[config.mk]
export PLATFORM = sky130hd
export DESIGN_NAME = seg7_scan_driver
export DESIGN_NICKNAME = d
export VERILOG_FILES = /design/src/rtl/seg7_scan_driver.sv
export SDC_FILE = /design/constraint.sdc
export NUM_CORES = 1
export LEC_CHECK = 0
export ABC_AREA = 1
export CORE_UTILIZATION = 56
export CTS_BUF_LIST = sky130_fd_sc_hd__clkbuf_16
export CTS_CLUSTER_DIAMETER = 50
export CTS_CLUSTER_SIZE = 24
export DETAILED_ROUTE_END_ITERATION = 12
export PLACE_DENSITY = 0.91
export REMOVE_ABC_BUFFERS = 1
export SKIP_CTS_REPAIR_TIMING = 1
export SYNTH_ARGS = -nofsm -noshare
export SYNTH_HDL_FRONTEND = slang
export SYNTH_SLANG_ARGS = --single-unit
export TNS_END_PERCENT = 10
[constraint.sdc]
create_clock -name clk -period 6.1 [get_ports clk]
set_clock_uncertainty 0.1 [all_clocks]
set_input_delay 1.22 -clock clk [delete_from_list [all_inputs] [get_ports clk]]
set_output_delay 1.22 -clock clk [all_outputs]
set_load 0.005 [all_outputs]
[src/rtl/seg7_scan_driver.sv]
// Time-multiplexed NDIGITS seven-segment scanner with dead time, 16-level PWM, dp and leading-zero blanking.
// Latency: pins are registered and lag the internal slot/digit state by one cycle; frame_tick follows the snapshot by one cycle.
// Backpressure: none; free-running scan, inputs snapshotted once per frame (brightness/enable sampled live).
module seg7_scan_driver #(
    parameter int NDIGITS        = 4,
    parameter int SLOT_CYCLES    = 1024,
    parameter int DEAD_CYCLES    = 4,
    parameter int SEG_ACTIVE_LOW = 0,
    parameter int DIG_ACTIVE_LOW = 0
) (
    input  logic                   clk,
    input  logic                   rst_n,
    input  logic [4*NDIGITS-1:0]   value,
    input  logic [NDIGITS-1:0]     dp,
    input  logic                   lz_blank,
    input  logic                   enable,
    input  logic [3:0]             brightness,
    output logic [6:0]             seg,
    output logic                   dp_out,
    output logic [NDIGITS-1:0]     digit_sel,
    output logic                   frame_tick
);

    localparam int CW = $clog2(SLOT_CYCLES);
    localparam int IW = (NDIGITS > 1) ? $clog2(NDIGITS) : 1;

    localparam logic [CW-1:0]      CNT_LAST = CW'(SLOT_CYCLES - 1);
    localparam logic [CW-1:0]      CNT_DEAD = CW'(DEAD_CYCLES);
    localparam logic [IW-1:0]      IDX_LAST = IW'(NDIGITS - 1);
    localparam logic [6:0]         SEG_INV  = (SEG_ACTIVE_LOW != 0) ? 7'h7f : 7'h00;
    localparam logic [NDIGITS-1:0] DIG_INV  = (DIG_ACTIVE_LOW != 0) ? {NDIGITS{1'b1}} : {NDIGITS{1'b0}};

    logic [CW-1:0]          cnt;
    logic [IW-1:0]          idx;
    logic [4*NDIGITS-1:0]   sh_value;
    logic [NDIGITS-1:0]     sh_dp;
    logic                   sh_lz;

    logic                   snap;
    logic                   lit;
    logic [NDIGITS-1:0]     supp;
    logic                   all_zero;
    logic [3:0]             cur_nib;
    logic                   cur_dp;
    logic                   cur_supp;
    logic [NDIGITS-1:0]     cur_onehot;

    // Active-high glyph for one hex nibble, bit order g..a.
    function automatic logic [6:0] glyph(input logic [3:0] nib);
        case (nib)
            4'h0:    glyph = 7'b0111111;
            4'h1:    glyph = 7'b0000110;
            4'h2:    glyph = 7'b1011011;
            4'h3:    glyph = 7'b1001111;
            4'h4:    glyph = 7'b1100110;
            4'h5:    glyph = 7'b1101101;
            4'h6:    glyph = 7'b1111101;
            4'h7:    glyph = 7'b0000111;
            4'h8:    glyph = 7'b1111111;
            4'h9:    glyph = 7'b1100111;
            4'hA:    glyph = 7'b1110111;
            4'hB:    glyph = 7'b1111100;
            4'hC:    glyph = 7'b0111001;
            4'hD:    glyph = 7'b1011110;
            4'hE:    glyph = 7'b1111001;
            default: glyph = 7'b1110001;
        endcase
    endfunction

    assign snap = (cnt == '0) && (idx == '0);
    assign lit  = enable && (cnt >= CNT_DEAD) && (cnt[3:0] <= brightness);

    // Leading-zero mask: a digit is blanked when it and every more significant shadow nibble are zero; digit 0 never is.
    always_comb begin
        supp     = '0;
        all_zero = 1'b1;
        for (int k = NDIGITS - 1; k >= 1; k--) begin
            all_zero = all_zero & (sh_value[4*k +: 4] == 4'd0);
            supp[k]  = sh_lz & all_zero;
        end
    end

    // Select nibble, dp, blanking flag and one-hot enable for the digit currently being scanned.
    always_comb begin
        cur_nib    = 4'd0;
        cur_dp     = 1'b0;
        cur_supp   = 1'b0;
        cur_onehot = '0;
        for (int i = 0; i < NDIGITS; i++) begin
            if (idx == IW'(i)) begin
                cur_nib       = sh_value[4*i +: 4];
                cur_dp        = sh_dp[i];
                cur_supp      = supp[i];
                cur_onehot[i] = 1'b1;
            end
        end
    end

    // Slot counter and digit index; idx advances when the slot counter wraps.
    always_ff @(posedge clk) begin
        if (!rst_n) begin
            cnt <= '0;
            idx <= '0;
        end else if (cnt == CNT_LAST) begin
            cnt <= '0;
            idx <= (idx == IDX_LAST) ? '0 : idx + IW'(1);
        end else begin
            cnt <= cnt + CW'(1);
        end
    end

    // Frame snapshot so a displayed frame never mixes old and new digits.
    always_ff @(posedge clk) begin
        if (!rst_n) begin
            sh_value <= '0;
            sh_dp    <= '0;
            sh_lz    <= 1'b0;
        end else if (snap) begin
            sh_value <= value;
            sh_dp    <= dp;
            sh_lz    <= lz_blank;
        end
    end

    // Registered pins, with polarity applied last.
    always_ff @(posedge clk) begin
        if (!rst_n) begin
            seg        <= SEG_INV;
            dp_out     <= SEG_INV[0];
            digit_sel  <= DIG_INV;
            frame_tick <= 1'b0;
        end else begin
            seg        <= ((lit && !cur_supp) ? glyph(cur_nib) : 7'd0) ^ SEG_INV;
            dp_out     <= (lit & cur_dp) ^ SEG_INV[0];
            digit_sel  <= (lit ? cur_onehot : {NDIGITS{1'b0}}) ^ DIG_INV;
            frame_tick <= snap;
        end
    end

endmodule

# After elaboration in Yosys (flattened, before gate mapping)
# Memories as Yosys holds them, arrays and structs flattened. A register that Yosys moved wholly into a read port is not among the register bits.
# Cells that the tools add are included.
[classes]
addsub = 2
magnitude_cmp = 2
n_mux = 16
n_reduce_logical = 14
bitwise = 7
eq_ne = 4
[op_table]
columns = ["cell", "count"]
rows = [
  ["$mux 4", 4],
  ["$logic_not 4->1", 3],
  ["$mux 1", 11],
  ["$add 10x1->10 const B", 1],
  ["$eq 10x10->1 const B", 1],
  ["$ge 10x3->1 const B", 1],
  ["$logic_not 10->1", 1],
  ["$and 1x1->1", 6],
  ["$eq 2x2->1 const B", 2],
  ["$le 4x4->1", 1],
  ["$logic_and 1x1->1", 4],
  ["$reduce_and 2->1", 2],
  ["$add 2x1->2 const B", 1],
  ["$eq 2x1->1 const B", 1],
  ["$logic_not 1->1", 2],
  ["$logic_not 2->1", 1],
  ["$mux 2", 1],
  ["$reduce_or 2->1", 1],
  ["$not 1->1", 1],
]
[totals]
wordCells = 54
regBits = 39
output_inout_bits = 13
input_bits = 28
rom_bits = 112
mem_count = 1
[mem_list]
columns = ["name", "words", "word_bits", "read_ports", "rd_ports_with_merged_regs", "wr", "line_no", "text"]
rows = [
  ["(no name shown)", 16, 7, 1, 1, 0, "50", "case (nib)"],
]

# Depth between registers and ports, before layout
# Gate-level depths: netlist of run 1.
[depth]
depth_word = 11
depth_mapped = 14
depth_no_buf = 14

# Worst setup path after synthesis of run 1
# No wires, ideal clock.
[synth_path]
kind = "input -> register"
start = "input port brightness[1]"
end = "register seg[0]"
t_arrival_ns = 2.186
slack_ns = 3.745
setup_time_ns = 0.070
path_stages = 11
t_required_ns = 5.930
n_path_buf = 0
path_cell_list = "inv_1 ha_1 inv_1 nor2_1 o21ai_0 nand2_1 nand2_1 nand2_2 inv_2 nand2_1 a21oi_1"
[synth_between]
elab_chain_len = 5
[synth_rtl]
columns = ["item", "line_no", "text"]
rows = [
  ["start: declaration", "17", "input logic [3:0] brightness,"],
  ["$le 4x4->1", "71", "assign lit = enable && (cnt >= CNT_DEAD) && (cnt[3:0] <= brightness);"],
  ["$logic_and 1x1->1", "71", ""],
  ["$logic_and 1x1->1", "133", "seg <= ((lit && !cur_supp) ? glyph(cur_nib) : 7'd0) ^ SEG_INV;"],
  ["$reduce_and 2->1 (no line)", "-", ""],
  ["$logic_not 1->1 (no line)", "-", ""],
  ["end: declaration", "18", "output logic [6:0] seg,"],
]
# No other way between the ends.
# A chain may end at the register's enable or synchronous reset.

# Worst setup path after layout of run 1
[layout_path]
start = "input port rst_n"
end = "register seg[2]"
[layout_between]
elab_chain_len = 2
[layout_rtl]
columns = ["item", "line_no", "text"]
rows = [
  ["start: declaration", "12", "input logic rst_n,"],
  ["$reduce_and 2->1 (no line)", "-", ""],
  ["$logic_not 1->1 (no line)", "-", ""],
]
# No other way between the ends.

==> results by group, run 1 <==
Timing
  • Maximum clock rate: 358 MHz
  • Max-slew violation count: 0
  • Final hold viol count: 0
  • WHS: 0.364 ns
  • Setup tns final: 0 ns
  • Slew HR: 0.410
  • Worst-Margin Slew: 0.883 ns
  • Number of failing setup endpoints in the final timing report: 0
  • RSZ-0062 raised after global routing: false
  • Post-route setup slack: 3.31 ns
  • Final Cycle Share: 0.458
  • Final critical-path required period: 2.79 ns

Route
  • Vias per Instance: 5.33
  • Length of the first detailed-routing pass in iterations: 5
  • DR iter-0 viols: 175
  • Remaining number of nets flagged by the antenna check after routing: 0
  • Number of DRC violations after detailed routing: 0
  • Wire length per cell after detailed routing: 12.8 microns
  • Post-Route WL: 5130 microns
  • Count of vias placed by the detailed router: 2130

Min path
  • Hold_sp: sh_value[6]$_SDFFE_PN0P_
  • Hold Path Depth: 2
  • Hold crit path type: register to register
  • Hold Path Sink: sh_value[6]$_SDFFE_PN0P_

Critical path
  • Startpoint of the worst-slack reg-to-reg timing path: idx[0]$_SDFFE_PN0P_
  • Crit path buf inv count: 2
  • Critical path cell sequence: clkdlybuf4s50_1, nand2_1, nor2_1, nand2_2, inv_2, nand2_1, a21oi_1
  • Capture instance of the worst register-to-register path: seg[1]$_SDFF_PN0_
  • Master of the slowest instance on the critical path: sky130_fd_sc_hd__clkdlybuf4s50_1
  • Data required time at the worst endpoint: 6.21 ns
  • Worst path top cell family by delay: buffers and inverters
  • Register-to-Register Setup Slack: 3.53 ns
  • Worst reg2reg path depth: 11
  • Arrival time of the worst setup path: 2.91 ns
  • Kind of end point of the critical path: register
  • Longest individual stage delay on the worst path: 0.97 ns
  • Critical Path Source Type: input pin
  • Type of the setup path with the least slack: input pin to register
  • Cell type with the highest occurrence count on the critical path: sky130_fd_sc_hd__nand2_1
  • Maximum fanout along the worst path: 26

Finish
  • Antenna fix cells: 0
  • Finished Layout Cells: 400
  • Count of fill cells added during filler insertion: 281
  • Fraction of layout instances using a drive strength above 1: 0.0653
  • Layout overhead on the synthesized area: 25.1%
  • Final net count: 396

Global routing
  • Maximum number of pins on one net before global-route repair: 32
  • Number of antenna violations at the first check in global routing: 0
  • First-pass GRT wire length: 8580 microns
  • Congestion Overflow GR: 0
  • Via count of the first global-routing pass: 1963
  • Total global-route track usage: 0.256

CTS
  • Total clock sinks: 46
  • Maximum root-to-sink buffer count: 2
  • Clock tree from TritonCTS: yes
  • Number of levels in the clock H-tree: 2
  • Total CTS buffers: 5
  • Clock tree root driver cell: sky130_fd_sc_hd__clkbuf_16
  • Clk Latency, worst-skew pair: 0.28 ns
  • Clock-pin slew reported for the worst setup and hold paths after clock tree synthesis: 0.06 ns

Run
  • Max cap viols: 0

Placed design
  • Port-buffer cells: 40
  • DP Cell Count: 392
  • Post-placement setup slack: 3.06 ns
  • Dpl hpwl: 3600 microns
  • Placer's final routability congestion estimate: 0.909

Die
  • IO Pins: 41
  • Std cell rows: 22
  • Vertical extent of the die: 66.1 microns
  • CORE AREA: 3800 sq um
  • Effective utilization at floorplan: 0.605
  • Horiz. Die Dim: 66.1 microns
  • Die outline area: 4360 sq um

Power and ir drop
  • Cell leakage power: 1.28 nW
  • Worst-case vdd ir drop: 0.000219 V
  • Power per cell area: 264 nW/um^2
  • PnR Total Power: 0.000760 W

Synth
  • Number of different library cells in the post-synthesis netlist: 30
  • Synthesized instance count: 311
  • Cell types occupying the most area after synthesis: sky130_fd_sc_hd__dfxtp_1 (40%), sky130_fd_sc_hd__ha_1 (9.3%), sky130_fd_sc_hd__nor2_1 (9.1%)
  • Number of flip-flops and latches in the synthesized netlist: 46
  • Leading area contributor after synthesis: sky130_fd_sc_hd__dfxtp_1
  • EDFF count, synth: 0
  • Syn. warnings: 0
  • Sequential fraction of the synthesis area: 0.401
  • Post-synthesis instance area: 2300 sq um
  • Top cell type's share of synthesized area: 0.401
  • Proportion of synthesized flip-flops having asynchronous set or reset: 0
  • Mapped Avg Cell Area: 7.39 sq um
  • Top FF cell, synth: sky130_fd_sc_hd__dfxtp_1

Run status
  • Run status: complete, no violations
[per-layer routing]
metal | track usage | vias up | share of wire
met5 | 0 | - | 0
met4 | 0.106 | 0 | 0.013
met3 | 0.0603 | 8 | 0.061
met2 | 0.435 | 80 | 0.49
met1 | 0.307 | 956 | 0.44
li1 | - | 1086 | -
[cell families (layout without fill, tap and decap cells)]
group | after synthesis | count (layout) | share of synthesized area
xor gates and xnor gates | 3 | 3 | 0.0114
DFF | 46 | 46 | 0.401
buffers and inverters | 41 | 82 | 0.0751
adders and majority gates | 17 | 17 | 0.0925
and+or+nand+nor | 145 | 145 | 0.280
AOI/OAI and AO/OA | 59 | 59 | 0.140
[tightest hold or removal path, stage by stage, from the launching register on]
cell and delay [ns]:
sky130_fd_sc_hd__dfxtp_1 0.30, sky130_fd_sc_hd__inv_1 0.06, sky130_fd_sc_hd__a21oi_1 0.06
[registers in the layout, summed over array words and instances, names as in the netlist]
register and cells:
sh_value 16, cnt 10, seg 7, digit_sel 4
sh_dp 4, idx 2, dp_out 1, frame_tick 1
sh_lz 1
[power by group]
part,total (W),switching (W),internal (W),leakage [nW]
clock network,0.000301,0.000111,0.000190,0.0864
logic,0.000125,0.0000732,0.0000514,0.812
registers,0.000335,0.0000137,0.000321,0.377
[synthesized netlist by cell type, drive strengths merged, types with 2 or more instances]
cell and count:
nand2 53, nand3 23, dfxtp 46, o21ai 30, buf 4, nor3 6
inv 34, and3 2, clkbuf 3, nor3b 2, ha 17, nor2 56
xor2 2, a21oi 27, nand4 2
[final cells by class]
class                      count  area [sq um]  share of cell area
tap                           48          60.1              0.0209
sequential                    46           921               0.320
clock inverter                 3          37.5              0.0130
clock buffer                   5           125              0.0435
inverter                      34           128              0.0444
timing repair buffer          40           400               0.139
multi-input combinational    224          1200               0.419
[placed cells by master, fill, tap and decap left out, types with 4 or more instances in the layout]
cell type / netlist / final
sky130_fd_sc_hd__nor2_1: 56 / 56
sky130_fd_sc_hd__nand2_1: 50 / 50
sky130_fd_sc_hd__dfxtp_1: 46 / 46
sky130_fd_sc_hd__clkdlybuf4s50_1: 0 / 40
sky130_fd_sc_hd__inv_1: 30 / 32
sky130_fd_sc_hd__o21ai_0: 28 / 28
sky130_fd_sc_hd__a21oi_1: 25 / 25
sky130_fd_sc_hd__nand3_1: 21 / 21
sky130_fd_sc_hd__ha_1: 17 / 17
sky130_fd_sc_hd__clkbuf_16: 0 / 5
sky130_fd_sc_hd__inv_2: 4 / 4
sky130_fd_sc_hd__nor3_1: 4 / 4
[stage by stage]
step	instance area [sq um]	util
global placement	2710	0.714
floorplan	2250	-
global route	2880	0.757
finish	2880	0.757
CTS	2880	0.757
detailed placement	2710	0.714
[how the worst max path moves through the flow]
stage | cells past startpoint | startpoint | endpoint
2_1_floorplan | 11 | brightness[1] | seg[0]$_SDFF_PN0_
3_3_place_gp | 7 | rst_n | seg[2]$_SDFF_PN0_
3_5_place_dp | 7 | rst_n | seg[2]$_SDFF_PN0_
4_1_cts | 7 | rst_n | seg[2]$_SDFF_PN0_
5_1_grt | 12 | brightness[1] | seg[2]$_SDFF_PN0_
6_report | 7 | rst_n | seg[2]$_SDFF_PN0_
Power figures use the tool's default switching activity.
==> run 2, diff against run 1 <==
--- a/config.mk
+++ b/config.mk
@@ -6,12 +6,12 @@
 export NUM_CORES = 1
 export LEC_CHECK = 0
 export ABC_AREA = 1
-export CORE_UTILIZATION = 56
+export CORE_UTILIZATION = 52
 export CTS_BUF_LIST = sky130_fd_sc_hd__clkbuf_16
 export CTS_CLUSTER_DIAMETER = 50
 export CTS_CLUSTER_SIZE = 24
 export DETAILED_ROUTE_END_ITERATION = 12
-export PLACE_DENSITY = 0.91
+export PLACE_DENSITY = 0.86
 export REMOVE_ABC_BUFFERS = 1
 export SKIP_CTS_REPAIR_TIMING = 1
 export SYNTH_ARGS = -nofsm -noshare
==> constraint.sdc (replaced) <==
create_clock -name clk -period 2.7 [get_ports clk]
set_clock_uncertainty 0.1 [all_clocks]
set_input_delay 0.54 -clock clk [delete_from_list [all_inputs] [get_ports clk]]
set_output_delay 0.54 -clock clk [all_outputs]
set_load 0.005 [all_outputs]
==> run 2 against run 1 <==
Effect of this change: critical path depth is 3 higher; non-clock buffer count is 5 higher; highest routed layer unchanged; critical endpoint is now seg[5]$_SDFF_PN0_; final cell count is 1.8% higher; sequential share of layout area is 0.17 points lower; hold slack better by 0.014 ns.
==> results by group, run 2 (same netlist as run 1, synthesis figures left out) <==
CTS
  • Clk Latency, worst-skew pair: 0.29 ns
  • Clock tree from TritonCTS: yes
  • Total CTS buffers: 5
  • Number of levels in the clock H-tree: 2
  • Maximum root-to-sink buffer count: 2
  • Total clock sinks: 46
  • Clock tree root driver cell: sky130_fd_sc_hd__clkbuf_16
  • Clock-pin slew reported for the worst setup and hold paths after clock tree synthesis: 0.06 ns

Timing
  • Slew HR: 0.691
  • Max-slew violation count: 0
  • Number of failing setup endpoints in the final timing report: 0
  • Setup tns final: 0 ns
  • Final critical-path required period: 2.23 ns
  • Final hold viol count: 0
  • Worst-Margin Slew: 0.461 ns
  • Final Cycle Share: 0.824
  • RSZ-0062 raised after global routing: false
  • Maximum clock rate: 449 MHz

Die
  • CORE AREA: 4120 sq um
  • IO Pins: 41
  • Std cell rows: 23
  • Effective utilization at floorplan: 0.559
  • Vertical extent of the die: 68.5 microns
  • Horiz. Die Dim: 68.5 microns
  • Die outline area: 4690 sq um

Power and ir drop
  • Internal power contribution: 0.00119 W
  • Worst-case vdd ir drop: 0.000384 V
  • Combinational Power Share: 0.178
  • Cell leakage power: 1.29 nW
  • Sw frac: 0.270
  • PnR Total Power: 0.00162 W
  • Power per cell area: 561 nW/um^2
  • Relative contribution of sequential cells to total power: 0.466
  • Switching power: 0.000437 W
  • Part of the power in the clock network: 0.355

Finish
  • Fraction of layout instances using a drive strength above 1: 0.0784
  • Post-route design area: 2890 sq um
  • Largest registers in the final layout: sh_value (16), cnt (10), seg (7)
  • Layout overhead on the synthesized area: 25.8%
  • Biggest register: sh_value
  • Final net count: 401
  • Max reg flops: 16
  • Antenna fix cells: 0
  • Commonest cells after routing, fill and taps aside: sky130_fd_sc_hd__nor2_1 (56), sky130_fd_sc_hd__nand2_1 (50), sky130_fd_sc_hd__dfxtp_1 (46)
  • Most frequent standard cell in the layout excluding fill and tap cells: sky130_fd_sc_hd__nor2_1
  • Core occupancy in the finished layout: 0.703
  • Count of fill cells added during filler insertion: 336

Critical path
  • Critical path cell sequence: ha_1, inv_1, o21ai_2, inv_1, ha_1, inv_1, nand3_1, nand2_1, nand2_1, a21oi_1
  • Longest individual stage delay on the worst path: 0.39 ns
  • Type of the setup path with the least slack: register to register
  • Kind of end point of the critical path: register
  • Critical Path Source Type: register
  • Worst path top cell family by delay: adder cells
  • Crit path buf inv count: 3
  • Master of the slowest instance on the critical path: sky130_fd_sc_hd__dfxtp_1
  • Cell type with the highest occurrence count on the critical path: sky130_fd_sc_hd__inv_1
  • Maximum fanout along the worst path: 8
  • Data required time at the worst endpoint: 2.82 ns
  • Arrival time of the worst setup path: 2.35 ns

Route
  • Post-Route WL: 5000 microns
  • DR iter-0 viols: 153
  • Length of the first detailed-routing pass in iterations: 4
  • Wire length per cell after detailed routing: 12.3 microns
  • Number of DRC violations after detailed routing: 0
  • Count of vias placed by the detailed router: 2115
  • Remaining number of nets flagged by the antenna check after routing: 0
  • Vias per Instance: 5.20

Global routing
  • First-pass GRT wire length: 8360 microns
  • Total global-route track usage: 0.243
  • Maximum number of pins on one net before global-route repair: 14
  • Via count of the first global-routing pass: 1961
  • Number of antenna violations at the first check in global routing: 0
  • Congestion Overflow GR: 0

Run status
  • Run status: complete, no violations

Placed design
  • Dpl hpwl: 3730 microns
  • Port-buffer cells: 40
  • Placed cell area: 2750 sq um
  • Placer's final routability congestion estimate: 0.853

Run
  • Max cap viols: 0

Min path
  • Hold crit path type: register to register
[run 2: power groups by stage]
stage	clock, W	combinational (W)	sequential [W]
4_1_cts	0.000584	0.000288	0.000756
2_1_floorplan	0	0.000181	0.000761
3_3_place_gp	0	0.000277	0.000768
5_1_grt	0.000611	0.000327	0.000762
3_5_place_dp	0	0.000284	0.000771
6_report	0.000576	0.000290	0.000757
[run 2: path summary, 6_finish.rpt]
check,cells past startpoint,startpoint,slack [ns],endpoint
hold / removal,1,cnt[0]$_SDFF_PP0_,0.38,cnt[0]$_SDFF_PP0_
setup / recovery,10,idx[0]$_SDFFE_PN0P_,0.47,seg[5]$_SDFF_PN0_
setup reg to reg,10,idx[0]$_SDFFE_PN0P_,0.47,seg[5]$_SDFF_PN0_
hold reg to reg,1,cnt[0]$_SDFF_PP0_,0.38,cnt[0]$_SDFF_PP0_
[run 2: cell type report]
type | count | area [sq um] | share of cell area
Multi-Input combinational cell | 224 | 1200 | 0.417
Sequential cell | 46 | 921 | 0.318
Timing Repair Buffer | 45 | 438 | 0.151
Inverter | 34 | 128 | 0.0441
Clock buffer | 5 | 125 | 0.0433
Tap cell | 50 | 62.6 | 0.0216
Clock inverter | 3 | 12.5 | 0.00433
[run 2: per-stage QoR]
step                      instances  hold WS [ns]  setup slack [ns]
after global routing            407         0.407             0.274
final                           407         0.378             0.474
after floorplan                 304         0.329             0.587
after CTS                       407         0.379             0.500
after detailed placement        399         0.361             0.398
after global placement          399         0.355             0.457
[run 2: worst reg2reg max path, delay by kind of cell, from the launching register on]
| family | cells | cell delay [ns] |
|---|---|---|
| AND/OR/NAND/NOR | 3 | 0.28 |
| adder cells (fa/ha/maj) | 2 | 0.56 |
| flip-flops | 1 | 0.39 |
| AO/OA/AOI/OAI | 2 | 0.44 |
| buffers and inverters | 3 | 0.39 |
[run 2: metal layers]
layer | GRT usage | up-vias | part of all wire
li1 | - | 1097 | -
met1 | 0.293 | 948 | 0.46
met2 | 0.411 | 57 | 0.48
met3 | 0.0600 | 13 | 0.044
met4 | 0.0964 | 0 | 0.021
met5 | 0 | - | 0
==> run 3, diff against run 2 <==
--- a/config.mk
+++ b/config.mk
@@ -6,12 +6,12 @@
 export NUM_CORES = 1
 export LEC_CHECK = 0
 export ABC_AREA = 1
-export CORE_UTILIZATION = 52
+export CORE_UTILIZATION = 47
 export CTS_BUF_LIST = sky130_fd_sc_hd__clkbuf_16
 export CTS_CLUSTER_DIAMETER = 50
 export CTS_CLUSTER_SIZE = 24
 export DETAILED_ROUTE_END_ITERATION = 12
-export PLACE_DENSITY = 0.86
+export PLACE_DENSITY = 0.82
 export REMOVE_ABC_BUFFERS = 1
 export SKIP_CTS_REPAIR_TIMING = 1
 export SYNTH_ARGS = -nofsm -noshare
==> constraint.sdc (replaced) <==
create_clock -name clk -period 1.98 [get_ports clk]
set_clock_uncertainty 0.1 [all_clocks]
set_input_delay 0.396 -clock clk [delete_from_list [all_inputs] [get_ports clk]]
set_output_delay 0.396 -clock clk [all_outputs]
set_load 0.005 [all_outputs]
==> run 3 against run 2 <==
Effect of this change: power grew 56%; hold slack lost 0.00097 ns; critical path depth grew 3; critical endpoint is now seg[1]$_SDFF_PN0_; largest power group is now the clock network.
==> results by group, run 3 (same netlist as run 1, synthesis figures left out) <==
Finish
  • Layout overhead on the synthesized area: 39.4%
  • Post-route design area: 3200 sq um
  • Max reg flops: 16
  • Final net count: 418
  • Largest registers in the final layout: sh_value (16), cnt (10), seg (7)
  • Biggest register: sh_value
  • Fraction of layout instances using a drive strength above 1: 0.171
  • Commonest cells after routing, fill and taps aside: sky130_fd_sc_hd__nor2_1 (56), sky130_fd_sc_hd__nand2_1 (49), sky130_fd_sc_hd__dfxtp_1 (44)
  • Antenna fix cells: 0
  • Most frequent standard cell in the layout excluding fill and tap cells: sky130_fd_sc_hd__nor2_1

Route
  • Remaining number of nets flagged by the antenna check after routing: 0
  • Post-Route WL: 5530 microns
  • Length of the first detailed-routing pass in iterations: 4
  • DR iter-0 viols: 153
  • Count of vias placed by the detailed router: 2223
  • Wire length per cell after detailed routing: 12.5 microns
  • Number of DRC violations after detailed routing: 0
  • Vias per Instance: 5.04

Power and ir drop
  • Cell leakage power: 1.39 nW
  • Power per cell area: 789 nW/um^2
  • Worst-case vdd ir drop: 0.000438 V

Run status
  • Run status: complete, no violations

Placed design
  • Placed cell area: 2910 sq um
  • Port-buffer cells: 40
  • Placer's final routability congestion estimate: 0.848
  • Dpl hpwl: 3700 microns
  • Post-placement setup slack: -0.166 ns

Global routing
  • Total global-route track usage: 0.207
  • First-pass GRT wire length: 8320 microns
  • Maximum number of pins on one net before global-route repair: 25
  • Via count of the first global-routing pass: 1971
  • Number of antenna violations at the first check in global routing: 0
  • Congestion Overflow GR: 0

Run
  • Max cap viols: 0

CTS
  • Number of levels in the clock H-tree: 2
  • Clock-pin slew reported for the worst setup and hold paths after clock tree synthesis: 0.06 ns
  • Clk Latency, worst-skew pair: 0.29 ns
  • Clock tree root driver cell: sky130_fd_sc_hd__clkbuf_16
  • Total CTS buffers: 5
  • Total clock sinks: 46
  • Maximum root-to-sink buffer count: 2
  • Clock tree from TritonCTS: yes

Die
  • Std cell rows: 25
  • Die outline area: 5170 sq um
  • Vertical extent of the die: 71.9 microns
  • Effective utilization at floorplan: 0.487
  • CORE AREA: 4720 sq um
  • Horiz. Die Dim: 71.9 microns
  • IO Pins: 41

Timing
  • Slew HR: 0.784
  • Final hold viol count: 0
  • Max-slew violation count: 0
  • Post-route setup slack: 0.0568 ns
  • Worst-Margin Slew: 0.324 ns
  • Number of failing setup endpoints in the final timing report: 0
  • RSZ-0062 raised after global routing: true
  • Maximum clock rate: 520 MHz
  • Final Cycle Share: 0.971
  • Final critical-path required period: 1.92 ns

Critical path
  • Critical Path Source Type: register
  • Maximum fanout along the worst path: 4
  • Startpoint of the worst-slack reg-to-reg timing path: idx[1]$_SDFFE_PN0P_
  • Capturing element of the worst setup path: seg[1]$_SDFF_PN0_
  • Arrival time of the worst setup path: 2.00 ns
  • Critical path launch point: idx[1]$_SDFFE_PN0P_
  • Worst reg2reg path depth: 13
  • Capture instance of the worst register-to-register path: seg[1]$_SDFF_PN0_
  • Data required time at the worst endpoint: 2.06 ns
  • Kind of end point of the critical path: register
  • Type of the setup path with the least slack: register to register
  • Register-to-Register Setup Slack: 0.06 ns

Min path
  • Hold crit path type: register to register
==> run 3: final cells by class <==
cell class	count	area, sq um
fill	371	1520
multi-input combinational	224	1290
sequential	46	928
timing repair buffer	62	578
inverter	34	133
clock buffer	5	125
tap	67	83.8
clock inverter	3	63.8
==> run 3: how the worst min path moves through the flow <==
stage,start,endpoint,slack (ns),cells past startpoint
finish,sh_value[9]$_SDFFE_PN0P_,sh_value[9]$_SDFFE_PN0P_,0.38,2
global route,sh_value[8]$_SDFFE_PN0P_,sh_value[8]$_SDFFE_PN0P_,0.40,2
CTS,sh_value[4]$_SDFFE_PN0P_,sh_value[4]$_SDFFE_PN0P_,0.38,2
detailed placement,sh_value[4]$_SDFFE_PN0P_,sh_value[4]$_SDFFE_PN0P_,0.36,2
global placement,cnt[0]$_SDFF_PP0_,cnt[0]$_SDFF_PP0_,0.36,1
floorplan,sh_value[6]$_SDFFE_PN0P_,sh_value[6]$_SDFFE_PN0P_,0.33,2
==> run 3: report_power, final <==
part	internal, W	switching [W]	total, W
Clock	0.000718	0.000338	0.00106
Combinational	0.000197	0.000247	0.000444
Sequential	0.000986	0.0000417	0.00103
==> run 3: per-layer routing <==
| layer | wire length [microns] | vias up | global-route usage |
|---|---|---|---|
| li1 | - | 1127 | - |
| met4 | 189 | 0 | 0.107 |
| met1 | 2390 | 1010 | 0.250 |
| met3 | 242 | 15 | 0.0389 |
| met2 | 2710 | 71 | 0.352 |
| met5 | 0 | - | 0 |
==> run 3: worst max-delay path: stages (launching register included) <==
cell and delay [ns]:
sky130_fd_sc_hd__dfxtp_4 0.40, sky130_fd_sc_hd__inv_4 0.06, sky130_fd_sc_hd__ha_4 0.17, sky130_fd_sc_hd__buf_4 0.14, sky130_fd_sc_hd__nand2_1 0.07, sky130_fd_sc_hd__nand3_1 0.08
sky130_fd_sc_hd__nand2_1 0.08, sky130_fd_sc_hd__o21ai_2 0.06, sky130_fd_sc_hd__inv_2 0.10, sky130_fd_sc_hd__ha_4 0.22, sky130_fd_sc_hd__nor2_1 0.14, sky130_fd_sc_hd__nand2_1 0.08
sky130_fd_sc_hd__nand3_1 0.09, sky130_fd_sc_hd__nor2_1 0.04
==> run 3: stage by stage <==
stage | hold slack (ns) | power (W) | std cells | setup TNS [ns] | util
5_1_grt | 0.398 | 0.00263 | 441 | -0.219 | 0.678
3_5_place_dp | 0.365 | 0.00146 | 432 | -0.960 | 0.616
3_3_place_gp | 0.360 | 0.00144 | 432 | -0.393 | 0.616
6_report | 0.377 | 0.00253 | 441 | 0 | 0.678
4_1_cts | 0.376 | 0.00251 | 440 | -0.472 | 0.656
2_1_floorplan | 0.329 | 0.00128 | 304 | -0.331 | -
